--- config.mk ---
export PLATFORM = sky130hd
export DESIGN_NAME = cntr_seq_ctrl
export DESIGN_NICKNAME = d
export VERILOG_FILES = /design/src/rtl/cntr_seq_ctrl_pkg.sv /design/src/rtl/cntr_seq_presc.sv /design/src/rtl/cntr_seq_ctrl.sv
export SDC_FILE = /design/constraint.sdc
export NUM_CORES = 1
export LEC_CHECK = 0
export ABC_AREA = 1
export CAP_MARGIN = 20
export CORE_UTILIZATION = 60
export CTS_CLUSTER_SIZE = 20
export DETAILED_ROUTE_END_ITERATION = 7
export DONT_BUFFER_PORTS = 1
export PLACE_DENSITY_LB_ADDON = 0.1
export SYNTH_ARGS = -nofsm -noshare
export SYNTH_HDL_FRONTEND = slang
export SYNTH_SLANG_ARGS = --single-unit
--- constraint.sdc ---
create_clock -name clk -period 1.9 [get_ports clk]
set_clock_uncertainty 0.1 [all_clocks]
set_input_delay 0.095 -clock clk [delete_from_list [all_inputs] [get_ports clk]]
set_output_delay 0.095 -clock clk [all_outputs]
set_load 0.05 [all_outputs]
--- src/rtl/cntr_seq_ctrl_pkg.sv ---
// Shared encodings for the counter sequencer and its prescaler.
package cntr_seq_ctrl_pkg;
  typedef enum logic [1:0] {
    ST_IDLE = 2'd0,
    ST_RUN  = 2'd1,
    ST_DONE = 2'd2
  } state_t;

  localparam logic MODE_ONESHOT = 1'b0;
  localparam logic MODE_RELOAD  = 1'b1;
endpackage

--- src/rtl/cntr_seq_presc.sv ---
// Prescaler: emits a tick every presc_q+1 enabled cycles; clr restarts the phase.
module cntr_seq_presc #(
  parameter int PRESC_W = 8
) (
  input  logic               clk,
  input  logic               rst,
  input  logic               clr,
  input  logic               en,
  input  logic [PRESC_W-1:0] presc_q,
  output logic               tick
);
  logic [PRESC_W-1:0] presc_cnt;

  assign tick = en && (presc_cnt == presc_q);

  // A disabled cycle (stop or not running) freezes the phase.
  always_ff @(posedge clk) begin
    if (rst)      presc_cnt <= '0;
    else if (clr) presc_cnt <= '0;
    else if (en)  presc_cnt <= tick ? '0 : presc_cnt + 1'b1;
  end
endmodule

--- src/rtl/cntr_seq_ctrl.sv ---
// Start/stop sequencer driving a prescaled up-counter with one-shot and auto-reload modes.
module cntr_seq_ctrl
  import cntr_seq_ctrl_pkg::*;
#(
  parameter int WIDTH   = 4,
  parameter int PRESC_W = 8
) (
  input  logic               clk,
  input  logic               rst,
  input  logic               start,
  input  logic               stop,
  input  logic               mode,
  input  logic [WIDTH-1:0]   limit,
  input  logic [PRESC_W-1:0] presc,
  output logic               tick,
  output logic [WIDTH-1:0]   count,
  output logic               busy,
  output logic               done,
  output logic               wrap
);
  state_t             state, state_nx;
  logic [WIDTH-1:0]   count_nx, limit_q;
  logic [PRESC_W-1:0] presc_q;
  logic               mode_q, wrap_nx, launch, en;

  assign busy = (state == ST_RUN);
  assign en   = busy && !stop;

  cntr_seq_presc #(.PRESC_W(PRESC_W)) u_presc (
    .clk     (clk),
    .rst     (rst),
    .clr     (launch),
    .en      (en),
    .presc_q (presc_q),
    .tick    (tick)
  );

  always_comb begin
    state_nx = state;
    count_nx = count;
    wrap_nx  = 1'b0;
    launch   = 1'b0;
    case (state)
      ST_IDLE: launch = start;
      ST_RUN: begin
        if (stop) begin
          state_nx = ST_IDLE;
        end else if (tick) begin
          if (count != limit_q) begin
            count_nx = count + 1'b1;
          end else if (mode_q == MODE_RELOAD) begin
            count_nx = '0;
            wrap_nx  = 1'b1;
          end else begin
            state_nx = ST_DONE;
          end
        end
      end
      ST_DONE: begin
        launch   = start;
        state_nx = ST_IDLE;
      end
      default: state_nx = ST_IDLE;
    endcase
    // A restart from IDLE or DONE begins a fresh run from zero.
    if (launch) begin
      state_nx = ST_RUN;
      count_nx = '0;
    end
  end

  always_ff @(posedge clk) begin
    if (rst) begin
      state   <= ST_IDLE;
      count   <= '0;
      limit_q <= '0;
      presc_q <= '0;
      mode_q  <= MODE_ONESHOT;
      done    <= 1'b0;
      wrap    <= 1'b0;
    end else begin
      state <= state_nx;
      count <= count_nx;
      done  <= (state_nx == ST_DONE);
      wrap  <= wrap_nx;
      if (launch) begin
        limit_q <= limit;
        presc_q <= presc;
        mode_q  <= mode;
      end
    end
  end
endmodule

==> reports/qor.yml <==
clock_sinks: 29
yosys.area_share.xor_xnor: 0.02715
path_max_fanout: 7
num-nets-final: 287
clk_path_buf_depth: 2
wl_per_cell_um: 11.80
power_density_mw_per_mm2: 651.6
stdcell_area_mm2: 0.001912
placed_cell_area_mm2: 0.001692
met1_usage: 0.3425
finalWeightedCongestion: 0.8193
clockPowerShare: 0.288
grt.met3_usage: 0.09040
vdd_drop_max_uv: 544.0
grt_most_used_layer: "met2"
post_synth_instance_area_mm2: 0.001613
share_seq_of_total_power: 0.522
max-slew-margin-rel: 0.6851
mostFrequentLayoutCell: "nand2_1"
power.total_mw: 1.246
ys_seq_elements: 29
final_hold_vios: 0
synthToLayoutAreaGrowth_pct: 18.54
hold_class: "input pin to flip-flop"
buffer_ports.inserted: 0
synth_simple_gate_area_frac: 0.3817
intPower_mw: 0.8692
floorplan.core_area_mm2: 0.002500
routed_wire_length_mm: 3.527
cts_root_buffer: "clkbuf_4"
grt-ovfl-total: 0
antenna_found_initial: 0
final_layout_size_suffix_gt1_frac: 0.1487
max_slew.worst_pin.slew_ns: 0.4717
track_usage: 0.2858
seq_area_frac_synth: 0.3600
synth_top_family_by_area: "simple AND/OR/NAND/NOR gates"
grt_util_met2: 0.4691
clock.fmax_mhz: 560.3
mostFrequentLayoutCells: "66 x nand2_1, 32 x inv_1, 27 x dfxtp_1"
fillers: 204
synthesis.instances: 240
cts-htree-levels: 2
die-area_mm2: 0.002899
tritoncts_clock_tree: "done"
ports: 25
synth_net_count: 259
comb_power_share: 0.190
cp_data_arrival_time_ns: 1.59
grt_pass1_wl_mm: 5.720
post_synth_num_cell_types: 27
cp-start-kind: "flip-flop"
setup.worst_path.end_class: "output port"
cap_viol_max_count: 0
dp_hpwl_mm: 2.684
maxSlewViolCount: 0
die-width_um: 53.85
timing_worst_setup_path_type: "flip-flop to output port"
drtIter0Drc: 58
status: "finished clean"
ys.flop_type: "dfxtp_1"
drc: 0
via_per_inst: 5.231
via_count: 1564
start_util: 0.6451
number_of_buffers_created_by_cts: 5
area.sequential_um2: 583.1
drt_pre_antenna_iters: 4
number_of_enable_flip_flop_cells_after_synthesis: 0
grt_pass1_vias: 1333
static-leakage-power_nw: 0.8406
synth.avg_cell_area_um2: 6.720
worstSkewPairLatency_ns: 0.33
asyncSetResetFlopFracSynth: 0
insertedDiodeCount: 0
period_needed_ns: 1.785
clk_pin_slew_ns: 0.10
finalCoreUtilization: 0.7648
timing.final.crit_share: 0.9393
switching_power_mw: 0.3766
synthAdderAreaFrac: 0.01552
num_rows: 18
synth.area.mux_share: 0
antenna_violating_nets_post_route: 0
synth-compound-area-share: 0.1179
dieHeight_um: 53.85
setup_viol_count_final: 0
area_taken_by_multi_input_logic_gates_um2: 874.6
worstPathRequired_ns: 1.70
p_sw_frac: 0.3023
largest_net_degree_at_the_start_of_global_routing: 28
yosysWarnings: 0
flip-flops by register name (all words and copies together), names as in the netlist:
signal,flops
count,4
state,2
presc_q,8
done,1
wrap,1
limit_q,4
mode_q,1
u_presc.presc_cnt,8
cells by family (layout without fill, tap and decap cells):
| group | after synthesis | count (layout) |
|---|---|---|
| flip-flops | 29 | 29 |
| buffers and inverters | 42 | 71 |
| AND/OR/NAND/NOR | 124 | 124 |
| XOR/XNOR | 5 | 5 |
| adder cells (fa/ha/maj) | 2 | 2 |
| AO/OA/AOI/OAI | 38 | 38 |
layer usage:
layer / up-vias / part of all wire
li1: 805 / -
met1: 711 / 0.46
met2: 42 / 0.45
met3: 6 / 0.069
met4: 0 / 0.018
met5: - / 0
final cells by class:
cell class	count	share of cell area
tap	30	0.01963
timing repair buffer	24	0.1158
multi-input combinational	169	0.4575
sequential	29	0.3050
inverter	39	0.07657
clock buffer	8	0.02552
through the flow:
step	TNS, ns	worst slack, ns	hold WS (ns)	instances
6_report	0	0.1153	0.02211	299
5_1_grt	-0.001404	-0.001404	0.05025	299
4_1_cts	0	0.07481	0.003498	297
3_5_place_dp	0	0.3332	0.06961	274
3_3_place_gp	0	0.3702	0.06949	274
2_1_floorplan	0	0.1514	0.06407	240
path summary, 6_finish.rpt:
kind	endpoint	slack, ns	depth (start not counted)	start
max	tick	0.12	4	u_presc.presc_cnt[4]
min	u_presc.presc_cnt[0]	0.02	5	start
max reg2reg	u_presc.presc_cnt[6]	0.21	8	state[0]
min reg2reg	limit_q[1]	0.37	2	limit_q[1]
critical path: stages (launching register included):
cell     delay [ns]
dfxtp_1        0.37
xnor2_1        0.35
nand3_4        0.15
nor2_8         0.20
buf_6          0.19
power groups by stage:
stage / sequential, mW / clock, mW / combinational, mW
CTS: 0.650 / 0.363 / 0.233
detailed placement: 0.664 / 0 / 0.207
floorplan: 0.661 / 0 / 0.167
global placement: 0.663 / 0 / 0.202
global route: 0.654 / 0.390 / 0.270
finish: 0.650 / 0.359 / 0.237
synthesized netlist by cell type, drive strengths merged (3+ instances only):
library cell / instances / share of area
inv: 39 / 0.091
o21ai: 16 / 0.050
nand2: 72 / 0.18
nor3: 6 / 0.029
xnor2: 3 / 0.016
dfxtp: 29 / 0.36
nor2: 29 / 0.093
nand3: 13 / 0.062
a21oi: 22 / 0.068
what timing repair did:
action	CTS	global route
gates resized for setup	0	3
setup endpoints to repair	0	1
hold buffers	15	0
setup buffers	0	2
hold endpoints to repair	22	0
No activity file was read; power rests on OpenSTA's default activity.
